[src/rtl/scene_cfg_loader.sv]
// UART-fed scene configuration loader: parses write packets into a shadow register
// file and commits it to the active file on frame_tick. Optional macro: SCENE_CFG_CKSUM_EN.
module scene_cfg_loader #(
    parameter int NUM_REGS = 8,
    parameter int TIMEOUT  = 65535
) (
    input  logic                  clk,
    input  logic                  reset,
    input  logic [7:0]            rx_data,
    input  logic                  rx_done,
    input  logic                  frame_tick,
    output logic [NUM_REGS*8-1:0] cfg_out,
    output logic                  cfg_commit,
    output logic                  busy,
    output logic [7:0]            err_count
);
    localparam int         CNT_W     = $clog2(TIMEOUT + 1);
    localparam logic [7:0] SYNC_BYTE = 8'hA5;

`ifdef SCENE_CFG_CKSUM_EN
    localparam logic [7:0] CKSUM_KEY = 8'h5A;

    function automatic logic [7:0] pkt_cksum(input logic [7:0] addr, input logic [7:0] data);
        return addr ^ data ^ CKSUM_KEY;
    endfunction

    typedef enum logic [1:0] {IDLE, GOT_SYNC, GOT_ADDR, GOT_DATA} state_t;
`else
    typedef enum logic [1:0] {IDLE, GOT_SYNC, GOT_ADDR} state_t;
`endif

    function automatic logic addr_in_range(input logic [7:0] addr);
        return (addr < 8'(NUM_REGS));
    endfunction

    state_t             state_r;
    state_t             state_nxt_s;
    logic [7:0]         addr_r;
    logic [7:0]         addr_nxt_s;
    logic [7:0]         wr_data_s;
    logic               accept_s;
    logic               reject_s;
    logic               timeout_s;
    logic               commit_s;
    logic               dirty_r;
    logic               busy_r;
    logic               commit_r;
    logic [7:0]         err_r;
    logic [CNT_W-1:0]   tmo_cnt_r;
    logic [7:0]         shadow_r [NUM_REGS];
    logic [7:0]         active_r [NUM_REGS];
`ifdef SCENE_CFG_CKSUM_EN
    logic [7:0]         data_r;
    logic [7:0]         data_nxt_s;
`endif

    assign timeout_s = (state_r != IDLE) && (tmo_cnt_r == CNT_W'(TIMEOUT));
    assign commit_s  = frame_tick && dirty_r;

    // Packet parser next-state; an expiring timeout forces the byte to be seen from IDLE.
    always_comb begin
        state_nxt_s = state_r;
        addr_nxt_s  = addr_r;
        accept_s    = 1'b0;
        reject_s    = 1'b0;
`ifdef SCENE_CFG_CKSUM_EN
        data_nxt_s  = data_r;
        wr_data_s   = data_r;
`else
        wr_data_s   = rx_data;
`endif
        if (timeout_s) begin
            if (rx_done && (rx_data == SYNC_BYTE)) begin
                state_nxt_s = GOT_SYNC;
            end else begin
                state_nxt_s = IDLE;
            end
        end else if (rx_done) begin
            case (state_r)
                IDLE: begin
                    if (rx_data == SYNC_BYTE) begin
                        state_nxt_s = GOT_SYNC;
                    end else begin
                        state_nxt_s = IDLE;
                    end
                end
                GOT_SYNC: begin
                    addr_nxt_s  = rx_data;
                    state_nxt_s = GOT_ADDR;
                end
`ifdef SCENE_CFG_CKSUM_EN
                GOT_ADDR: begin
                    data_nxt_s  = rx_data;
                    state_nxt_s = GOT_DATA;
                end
                GOT_DATA: begin
                    state_nxt_s = IDLE;
                    if ((rx_data == pkt_cksum(addr_r, data_r)) && addr_in_range(addr_r)) begin
                        accept_s = 1'b1;
                    end else begin
                        reject_s = 1'b1;
                    end
                end
`else
                GOT_ADDR: begin
                    state_nxt_s = IDLE;
                    if (addr_in_range(addr_r)) begin
                        accept_s = 1'b1;
                    end else begin
                        reject_s = 1'b1;
                    end
                end
`endif
                default: begin
                    state_nxt_s = IDLE;
                end
            endcase
        end else begin
            state_nxt_s = state_r;
        end
    end

    // Parser state, inter-byte timeout counter, error counter and status flags.
    always_ff @(posedge clk) begin
        if (reset) begin
            state_r   <= IDLE;
            addr_r    <= 8'h00;
`ifdef SCENE_CFG_CKSUM_EN
            data_r    <= 8'h00;
`endif
            tmo_cnt_r <= '0;
            err_r     <= 8'h00;
            busy_r    <= 1'b0;
            commit_r  <= 1'b0;
            dirty_r   <= 1'b0;
        end else begin
            state_r   <= state_nxt_s;
            addr_r    <= addr_nxt_s;
`ifdef SCENE_CFG_CKSUM_EN
            data_r    <= data_nxt_s;
`endif
            if (rx_done || timeout_s || (state_r == IDLE)) begin
                tmo_cnt_r <= '0;
            end else begin
                tmo_cnt_r <= tmo_cnt_r + CNT_W'(1);
            end
            if ((reject_s || timeout_s) && (err_r != 8'hFF)) begin
                err_r <= err_r + 8'h01;
            end
            busy_r   <= (state_nxt_s != IDLE);
            commit_r <= commit_s;
            // A write landing with a commit stays dirty for the next frame.
            if (accept_s) begin
                dirty_r <= 1'b1;
            end else if (commit_s) begin
                dirty_r <= 1'b0;
            end
        end
    end

    // Shadow and active register files; commit copies the pre-write shadow.
    always_ff @(posedge clk) begin
        if (reset) begin
            for (int i = 0; i < NUM_REGS; i++) begin
                shadow_r[i] <= 8'h00;
                active_r[i] <= 8'h00;
            end
        end else begin
            for (int i = 0; i < NUM_REGS; i++) begin
                if (accept_s && (addr_r == 8'(i))) begin
                    shadow_r[i] <= wr_data_s;
                end
                if (commit_s) begin
                    active_r[i] <= shadow_r[i];
                end
            end
        end
    end

    for (genvar gi = 0; gi < NUM_REGS; gi++) begin : g_cfg_out
        assign cfg_out[gi*8 +: 8] = active_r[gi];
    end

    assign cfg_commit = commit_r;
    assign busy       = busy_r;
    assign err_count  = err_r;

endmodule

[config.mk]
export PLATFORM = sky130hd
export DESIGN_NAME = scene_cfg_loader
export DESIGN_NICKNAME = d
export VERILOG_FILES = /design/src/rtl/scene_cfg_loader.sv
export SDC_FILE = /design/constraint.sdc
export NUM_CORES = 1
export LEC_CHECK = 0
export BUFFER_PORTS_ARGS = -buffer_cell sky130_fd_sc_hd__buf_2
export CAP_MARGIN = 20
export CORE_MARGIN = 8
export CORE_UTILIZATION = 40
export DETAILED_ROUTE_END_ITERATION = 12
export SETUP_SLACK_MARGIN = 0.15
export SYNTH_ARGS = -nofsm -noshare
export SYNTH_HDL_FRONTEND = slang
export SYNTH_SLANG_ARGS = --single-unit
[constraint.sdc]
create_clock -name clk -period 3.77 [get_ports clk]
set_input_delay 0.5655 -clock clk [delete_from_list [all_inputs] [get_ports clk]]
set_output_delay 0.5655 -clock clk [all_outputs]
set_load 0.03 [all_outputs]
==> results of run 1 <==
-- sequential cells by signal, summed over array words and instances, names as in the netlist --
| signal | cells |
|---|---|
| busy | 1 |
| active_r | 64 |
| dirty_r | 1 |
| err_count | 8 |
| cfg_commit | 1 |
| tmo_cnt_r | 16 |
| shadow_r | 64 |
| addr_r | 8 |
| state_r | 2 |
-- cell families (layout without fill, tap and decap cells) --
family                     Yosys count  count (layout)  synth area share, %
AOI/OAI and AO/OA                   31              31                 3.30
buffers and inverters               30             134                 1.98
and+or+nand+nor                    231             231                 19.8
adders and majority gates            2               2                0.389
other                                0               1                    0
xor gates and xnor gates            12              12                 1.63
muxes                               10              10                 1.63
DFF                                165             165                 71.2
-- worst min-delay path: cells and delay by family --
kind | cells | cell delay, ns
simple gates | 1 | 0.08
buf+inv | 1 | 0.10
mux | 1 | 0.06
-- final timing paths --
kind	start	end	slack (ns)	depth (start not counted)
max	addr_r[3]$_SDFFE_PP0P_	shadow_r[0][27]$_SDFFCE_PN0P_	1.16	5
min	rx_data[1]	addr_r[1]$_SDFFE_PP0P_	0.42	3
max reg2reg	addr_r[3]$_SDFFE_PP0P_	shadow_r[0][27]$_SDFFCE_PN0P_	1.16	5
min reg2reg	tmo_cnt_r[0]$_SDFF_PP0_	tmo_cnt_r[0]$_SDFF_PP0_	0.45	1
-- power groups by stage --
stage | registers [uW] | clock network, uW | logic [uW]
2_1_floorplan | 2130 | 0 | 51.6
3_3_place_gp | 2070 | 0 | 175
3_5_place_dp | 2070 | 0 | 176
4_1_cts | 2030 | 1800 | 176
5_1_grt | 2040 | 1860 | 185
6_report | 2030 | 1760 | 174
-- through the flow --
stage / hold WS [ns] / utilization [%] / cells
6_report: 0.420 / 48.7 / 802
5_1_grt: 0.446 / 48.7 / 802
4_1_cts: 0.403 / 48.7 / 801
3_5_place_dp: 0.451 / 44.8 / 769
3_3_place_gp: 0.430 / 44.8 / 769
2_1_floorplan: 0.418 / - / 481
-- cells in the final DEF (no fill, tap or decap), drive strengths merged, types with 11 or more instances in the layout --
cell type  count
buf           88
nand2b        21
and2          50
clkbuf        18
nor2b         19
nand2         13
nand3         11
edfxtp       128
nor2          80
inv           18
dfxtp         37
-- metal layers --
layer	share of wire [%]	wire length (um)	global-route usage, %
met1	45	5460	14.8
met2	49	5930	20.5
met3	5.9	717	4.34
met4	0.75	91	4.75
met5	0.082	10	0
-- layout make-up --
| cell class | count | area share [%] |
|---|---|---|
| clock inverters | 14 | 2.29 |
| multi-input cells | 286 | 22.5 |
| diodes | 1 | 0.0325 |
| clock buffers | 18 | 5.57 |
| flip-flops and latches | 165 | 59.5 |
| inverters | 14 | 0.682 |
| repair buffers | 88 | 5.98 |
| well taps | 216 | 3.51 |
==> results.sh, run 1 <==
export IMPL_post_cts_buffers=0
export IMPL_ir_drop_uv=305
export IMPL_drt_iter0_markers=185
export IMPL_syn_instance_count=481
export IMPL_design_area_um2=7710
export IMPL_hp_class="input pin to flip-flop"
export IMPL_synth_top_area_share_pct=59.7
export IMPL_crit_fanout=10
export IMPL_crit_arrival_ns=2.69
export IMPL_grt_pass1_vias=3796
export IMPL_power_uw=3970
export IMPL_fp_row_count=46
export IMPL_p_clk_share_pct=44.4
export IMPL_clk_pin_slew_worst_paths_ns=0.06
export IMPL_cts_htree_levels=4
export IMPL_worst_clock_skew_ns=0.0149
export IMPL_crit_slowest_cell="or4_1"
export IMPL_power_frac_seq_pct=51.3
export IMPL_portBuffers=85
export IMPL_synthArstFlopShare_pct=0
export IMPL_ys_types=45
export IMPL_syn_area_um2=6440
export IMPL_tightest_slew_ns=0.814
export IMPL_cts_max_path_buffers=2
export IMPL_fin_crit_sh_pct=69.2
export IMPL_cts_tree="done"
export IMPL_ys_top_cells_by_count="128 x edfxtp_1, 80 x nor2_1, 50 x and2_1, 37 x dfxtp_1, 21 x nand2b_1"
export IMPL_start_kind="flip-flop"
export IMPL_critical_path_required_ns=3.85
export IMPL_drv_cap=0
export IMPL_critPathTopFamily="simple AND/OR/NAND/NOR gates"
export IMPL_timing_fmax_mhz=383
export IMPL_placed_area_um2=7100
export IMPL_syn_to_final_growth_pct=19.7
export IMPL_ys_ff_latch=165
export IMPL_drt_total_wl_mm=12.2
export IMPL_seq_area_um2=4580
export IMPL_p_switching_uw=854
export IMPL_vias_per_cell=4.71
export IMPL_power_frac_comb_pct=4.4
export IMPL_yosysTopAreaCell="edfxtp_1"
export IMPL_synth_most_common_cell="edfxtp_1"
export IMPL_wl_per_cell_um=15.2
export IMPL_ys_top_cells_by_area="edfxtp_1 60%, dfxtp_1 12%, and2_1 4.9%"
export IMPL_worstPathCellList="or4_1 -> nor4_1 -> o21a_1 -> nand4b_4 -> nand2b_1"
export IMPL_clkSinkCount=165
export IMPL_dieHeight_um=143
export IMPL_power_switching_fraction_pct=21.5
export IMPL_hold_buffers=0
export IMPL_firstDrtPassIters=4
export IMPL_overflow=0
export IMPL_dieArea_um2=20400
export IMPL_vias=3780
export IMPL_dpl_hpwl_mm=8.69
export IMPL_clock_latency_ns=0.42
export IMPL_yosysWarnings=0
export IMPL_setup_ws_ns=1.16
export IMPL_synth_main_ff_cell="edfxtp_1"
export IMPL_criticalPathCategory="flip-flop to flip-flop"
export IMPL_grt_usage_pct=12.5
export IMPL_power_leakage_uw=0.00303
export IMPL_min_period_ns=2.61
export IMPL_drt_drc_violations_left=0
export IMPL_internal_power_uw=3110
export IMPL_ant_nets=0
export IMPL_antenna_found_initial=2
export IMPL_cp_num_buf_inv=0
export IMPL_synth_edf_count=128
export IMPL_status="finished clean"
export IMPL_setup_viol=0
export IMPL_drive_gt1_share_pct=22.9
export IMPL_syn_area_per_cell_um2=13.4
export IMPL_rsz0062_at_grt="no"
export IMPL_pre_cts_slack_ns=1.15
export IMPL_power_density_nw_per_um2=515
export IMPL_die_width_um=143
export IMPL_final_hold_violation_count=0
export IMPL_slew_limit_headroom_pct=45.7
export IMPL_grt_max_degree=53
export IMPL_max_stage_delay_ns=0.58
export IMPL_post_cts_resized=0
export IMPL_nets=586
export IMPL_coreArea_um2=15800
export IMPL_end_kind="flip-flop"
export IMPL_multi_input_area_um2=1730
export IMPL_cts_root_buffer="clkbuf_16"
export IMPL_finalMaxSlewViolations=0
export IMPL_io_pins=86
export IMPL_fin_tns_setup_ns=0
export IMPL_start_util_pct=40.7
export IMPL_fillers=1387
export IMPL_synth_seq_area_share_pct=71.2
export IMPL_cts_buffers=17
export IMPL_synth_fp_nets=495
export IMPL_grt_pass1_wl_mm=19.6
export IMPL_gp_congestion=0.790
No activity file was read; power rests on OpenSTA's default activity.
==> inputs of run 2 (changes only) <==
==> constraint.sdc (replaced) <==
create_clock -name clk -period 2.3 [get_ports clk]
set_input_delay 0.345 -clock clk [delete_from_list [all_inputs] [get_ports clk]]
set_output_delay 0.345 -clock clk [all_outputs]
set_load 0.03 [all_outputs]
==> results.sh, run 2 (synthesized netlist as in run 1, its figures left out) <==
export IMPL_fin_hold_ws_ns=0.193
export IMPL_min_from="rx_data[3]"
export IMPL_drt_drc_violations_left=0
export IMPL_layout_common_cells="128 x edfxtp_1, 85 x buf_2, 79 x nor2_1, 50 x and2_1, 37 x dfxtp_1"
export IMPL_rr_endpoint="err_count[6]$_SDFFE_PP0P_"
export IMPL_vias_per_cell=4.74
export IMPL_final_hold_violation_count=0
export IMPL_criticalPathCategory="flip-flop to flip-flop"
export IMPL_drive_gt1_share_pct=25.5
export IMPL_clk_pin_slew_worst_paths_ns=0.06
export IMPL_grt_pass1_vias=3799
export IMPL_fillers=1415
export IMPL_holdPathStages=3
export IMPL_drt_iter0_markers=190
export IMPL_start_kind="flip-flop"
export IMPL_setup_viol=0
export IMPL_worstPathCellList="ha_1 -> and3_2 -> nand3_2 -> o21a_4 -> or4b_1 -> and3b_1"
export IMPL_gp_congestion=0.783
export IMPL_timing_fmax_mhz=492
export IMPL_clkSinkCount=165
export IMPL_start_util_pct=40.7
export IMPL_status="finished clean"
export IMPL_syn_to_final_growth_pct=21.4
export IMPL_final_common_cell="edfxtp_1"
export IMPL_vias=3834
export IMPL_drt_total_wl_mm=12.2
export IMPL_critPathTopFamily="simple AND/OR/NAND/NOR gates"
export IMPL_crit_slowest_cell="or4b_1"
export IMPL_holdPathEnd="addr_r[3]$_SDFFE_PP0P_"
export IMPL_cts_tree="done"
export IMPL_multi_input_area_um2=1800
export IMPL_cts_max_path_buffers=2
export IMPL_tightest_slew_ns=0.602
export IMPL_reg_top3="active_r x64, shadow_r x64, tmo_cnt_r x16"
export IMPL_power_density_nw_per_um2=821
export IMPL_seq_area_um2=4580
export IMPL_final_util_pct=49.4
export IMPL_coreArea_um2=15800
export IMPL_power_leakage_uw=0.00308
export IMPL_finalMaxSlewViolations=0
export IMPL_reg2regPathDepth=6
export IMPL_hold_buffers=0
export IMPL_cts_buffers=17
export IMPL_antennaDiodeCount=0
export IMPL_fin_crit_sh_pct=88.3
export IMPL_cts_root_buffer="clkbuf_16"
export IMPL_worst_clock_skew_ns=0.00871
export IMPL_crit_arrival_ns=2.35
export IMPL_antenna_found_initial=1
export IMPL_wl_per_cell_um=15.1
export IMPL_grt_pass1_wl_mm=19.6
export IMPL_ir_drop_uv=521
export IMPL_overflow=0
export IMPL_dieHeight_um=143
export IMPL_fin_tns_setup_ns=0
export IMPL_power_uw=6420
export IMPL_dieArea_um2=20400
export IMPL_post_cts_buffers=0
export IMPL_io_pins=86
export IMPL_end_kind="flip-flop"
export IMPL_cts_htree_levels=4
export IMPL_nets=595
export IMPL_grt_usage_pct=12.6
export IMPL_die_width_um=143
export IMPL_firstDrtPassIters=5
export IMPL_portBuffers=85
export IMPL_cp_num_buf_inv=0
export IMPL_fp_row_count=46
export IMPL_dpl_hpwl_mm=8.94
export IMPL_critical_path_required_ns=2.62
export IMPL_rsz0062_at_grt="no"
export IMPL_crit_fanout=11
export IMPL_min_period_ns=2.03
export IMPL_clock_latency_ns=0.42
export IMPL_max_stage_delay_ns=0.50
export IMPL_r2r_start="tmo_cnt_r[0]$_SDFF_PP0_"
export IMPL_slew_limit_headroom_pct=59.6
export IMPL_r2r_slack_ns=0.27
export IMPL_ant_nets=0
export IMPL_drv_cap=0
export IMPL_hp_class="input pin to flip-flop"
export IMPL_grt_max_degree=49
[run 2: cell types whose count changed in the layout (fill, tap and decap cells not counted), sizes merged]
cell / previous run / this run
buf: 88 / 97
clkbuf: 18 / 17
clkinvlp: 2 / 3
diode: 1 / 0
inv: 18 / 17
[run 2: worst min-delay path, stage by stage]
cell	delay (ns)
buf_2	0.10
mux2i_1	0.06
nor2_1	0.07
[run 2: how the worst max path moves through the flow]
stage	from	slack, ns	to	depth (start not counted)
after global routing	tmo_cnt_r[0]$_SDFF_PP0_	0.17	err_count[6]$_SDFFE_PP0P_	6
after floorplan	reset	0.17	active_r[0][0]$_SDFFCE_PN0P_	3
after global placement	addr_r[3]$_SDFFE_PP0P_	0.09	shadow_r[0][16]$_SDFFCE_PN0P_	6
after CTS	addr_r[3]$_SDFFE_PP0P_	0.15	shadow_r[1][1]$_SDFFCE_PN0P_	5
after detailed placement	addr_r[3]$_SDFFE_PP0P_	0.07	shadow_r[0][30]$_SDFFCE_PN0P_	6
final	tmo_cnt_r[0]$_SDFF_PP0_	0.27	err_count[6]$_SDFFE_PP0P_	6
[run 2: power by group]
| part | leakage (uW) | switching, uW | internal, uW |
|---|---|---|---|
| sequential | 0.00161 | 22.9 | 3310 |
| combinational | 0.00119 | 218 | 75.8 |
| clock | 0.000278 | 1100 | 1690 |
[run 2: metrics by stage]
step                instances  area, um2  worst slack (ns)
floorplan                 481       6440             0.173
global placement          778       7170            0.0949
detailed placement        778       7170            0.0677
CTS                       809       7760             0.154
global route              809       7820             0.166
finish                    809       7820             0.269
[run 2: what timing repair did]
| item | CTS | global route |
|---|---|---|
| pin swaps | 0 | 1 |
| gates cloned | 0 | 0 |
| setup endpoints to repair | 49 | 85 |
| resized for setup | 7 | 10 |
[run 2: layer usage]
metal  vias to the layer above  routed length, um  track usage, %
met2                       102               5840            20.6
met4                         2                187            4.70
met5                         -                  8               0
li1                       1897                  -               -
met1                      1813               5330            15.1
met3                        20                832            4.54
[run 2: final cells by class]
class	instances	area share (%)
tap	216	3.46
clock inverter	14	2.02
timing repair buffer	97	6.76
clock buffer	17	5.44
inverter	14	0.672
sequential	165	58.7
multi-input combinational	286	23.0
==> inputs of run 3 (changes only) <==
--- a/config.mk
+++ b/config.mk
@@ -7,9 +7,13 @@
 export LEC_CHECK = 0
 export BUFFER_PORTS_ARGS = -buffer_cell sky130_fd_sc_hd__buf_2
 export CAP_MARGIN = 20
-export CORE_MARGIN = 8
+export CELL_PAD_IN_SITES_DETAIL_PLACEMENT = 1
+export CELL_PAD_IN_SITES_GLOBAL_PLACEMENT = 1
+export CORE_MARGIN = 10
 export CORE_UTILIZATION = 40
 export DETAILED_ROUTE_END_ITERATION = 12
+export MAX_ROUTING_LAYER = met4
+export PLACE_DENSITY_LB_ADDON = 0.1
 export SETUP_SLACK_MARGIN = 0.15
 export SYNTH_ARGS = -nofsm -noshare
 export SYNTH_HDL_FRONTEND = slang
==> results.sh, run 3 (synthesized netlist as in run 1, its figures left out) <==
export IMPL_clk_pin_slew_worst_paths_ns=0.06
export IMPL_cts_htree_levels=4
export IMPL_vias=3872
export IMPL_timing_fmax_mhz=488
export IMPL_hp_class="input pin to flip-flop"
export IMPL_gp_congestion=0.848
export IMPL_critPathTopFamily="simple AND/OR/NAND/NOR gates"
export IMPL_syn_to_final_growth_pct=21.6
export IMPL_critical_path_required_ns=2.42
export IMPL_final_hold_violation_count=0
export IMPL_power_frac_comb_pct=4.7
export IMPL_status="finished clean"
export IMPL_vias_per_cell=4.77
export IMPL_dieHeight_um=147
export IMPL_min_period_ns=2.05
export IMPL_p_clk_share_pct=42.9
export IMPL_fp_row_count=46
export IMPL_worst_clock_skew_ns=0.00979
export IMPL_power_leakage_uw=0.00308
export IMPL_cts_max_path_buffers=2
export IMPL_reg_top3="active_r x64, shadow_r x64, tmo_cnt_r x16"
export IMPL_portBuffers=85
export IMPL_drv_cap=0
export IMPL_drt_drc_violations_left=0
export IMPL_coreArea_um2=15800
export IMPL_antenna_found_initial=1
export IMPL_criticalPathCategory="flip-flop to flip-flop"
export IMPL_cp_num_buf_inv=0
export IMPL_dpl_hpwl_mm=10.4
export IMPL_setup_viol=0
export IMPL_firstDrtPassIters=4
export IMPL_die_width_um=147
export IMPL_ir_drop_uv=510
export IMPL_final_common_cell="edfxtp_1"
export IMPL_wl_per_cell_um=17.5
export IMPL_end_kind="flip-flop"
export IMPL_clock_latency_ns=0.42
export IMPL_crit_start="addr_r[3]$_SDFFE_PP0P_"
export IMPL_grt_pass1_wl_mm=23.1
export IMPL_crit_slowest_cell="or4_4"
export IMPL_drt_iter0_markers=245
export IMPL_clkSinkCount=165
export IMPL_finalMaxSlewViolations=0
export IMPL_grt_pass1_vias=4238
export IMPL_drive_gt1_share_pct=25.4
export IMPL_p_switching_uw=1360
export IMPL_dieArea_um2=21600
export IMPL_slew_limit_headroom_pct=55.0
export IMPL_io_pins=86
export IMPL_start_kind="flip-flop"
export IMPL_worstPathCellList="or4_4 -> nor4_2 -> o21a_1 -> and2b_2 -> a31o_4"
export IMPL_cts_root_buffer="clkbuf_16"
export IMPL_drt_total_wl_mm=14.2
export IMPL_layout_common_cells="128 x edfxtp_1, 85 x buf_2, 78 x nor2_1, 50 x and2_1, 37 x dfxtp_1"
export IMPL_grt_usage_pct=14.0
export IMPL_place_inst=778
export IMPL_min_from="rx_data[6]"
export IMPL_ant_nets=0
export IMPL_cts_buffers=17
export IMPL_tightest_slew_ns=0.673
export IMPL_nets=595
export IMPL_hold_buffers=0
export IMPL_max_stage_delay_ns=0.54
export IMPL_overflow=0
export IMPL_power_switching_fraction_pct=21.3
export IMPL_r2r_start="addr_r[3]$_SDFFE_PP0P_"
export IMPL_cts_tree="done"
export IMPL_fin_crit_sh_pct=89.0
export IMPL_power_density_nw_per_um2=813
export IMPL_crit_arrival_ns=2.17
export IMPL_finalNonFillerCells=811
export IMPL_internal_power_uw=5010
export IMPL_power_frac_seq_pct=52.4
export IMPL_rsz0062_at_grt="no"
export IMPL_crit_fanout=8
export IMPL_start_util_pct=40.7
export IMPL_fin_tns_setup_ns=0
export IMPL_grt_max_degree=41
-- run 3: cell count changes in the layout (fill, tap and decap cells not counted), sizes merged --
cell / delta
clkinv: +1
diode: +1
inv: -2
bufinv: -1
clkinvlp: -2
clkbuf: +5
-- run 3: power groups by stage --
stage	registers (uW)	clock network (uW)	logic (uW)
after global placement	3400	0	294
after floorplan	3490	0	84.8
final	3330	2730	301
after CTS	3340	2800	304
after detailed placement	3400	0	299
after global routing	3340	2930	325
-- run 3: repair_timing --
action,4_1_cts,5_1_grt
resized for setup,10,11
endpoints found under the setup margin,64,98
gates cloned,0,0
buffers inserted,0,0
pin swaps,0,1
-- run 3: final timing paths --
kind	endpoint	slack, ns	depth (start not counted)
setup / recovery	shadow_r[1][2]$_SDFFCE_PN0P_	0.25	5
hold / removal	addr_r[6]$_SDFFE_PP0P_	0.21	3
setup reg to reg	shadow_r[1][2]$_SDFFCE_PN0P_	0.25	5
hold reg to reg	tmo_cnt_r[0]$_SDFF_PP0_	0.47	1
-- run 3: cell type report --
type                    count  area [um2]
diodes                      1        2.50
flip-flops and latches    165        4580
clock buffers              22         454
well taps                 216         270
fillers                  1676        8000
multi-input cells         286        1820
repair buffers             97         532
clock inverters            10         109
inverters                  14        52.6
-- run 3: worst reg2reg max path, stage by stage (launching register included) --
cell,delay [ns]
dfxtp_1,0.31
or4_4,0.54
nor4_2,0.15
o21a_1,0.25
and2b_2,0.26
a31o_4,0.25
-- run 3: through the flow --
step                power (uW)  worst slack (ns)  utilization, %  hold WS [ns]  cell area, um2
floorplan                 3580             0.173               -         0.418            6440
global placement          3690            0.0668            45.3         0.428            7170
detailed placement        3700            0.0257            45.3         0.456            7170
CTS                       6440            0.0936            49.1         0.190            7770
global route              6600             0.169            49.4         0.210            7830
finish                    6360             0.252            49.4         0.212            7830
-- run 3: per-layer routing --
layer	track usage (%)	wire length [um]
met1	16.1	6310
met2	23.1	7120
met4	5.71	247
met5	-	0
met3	3.41	541
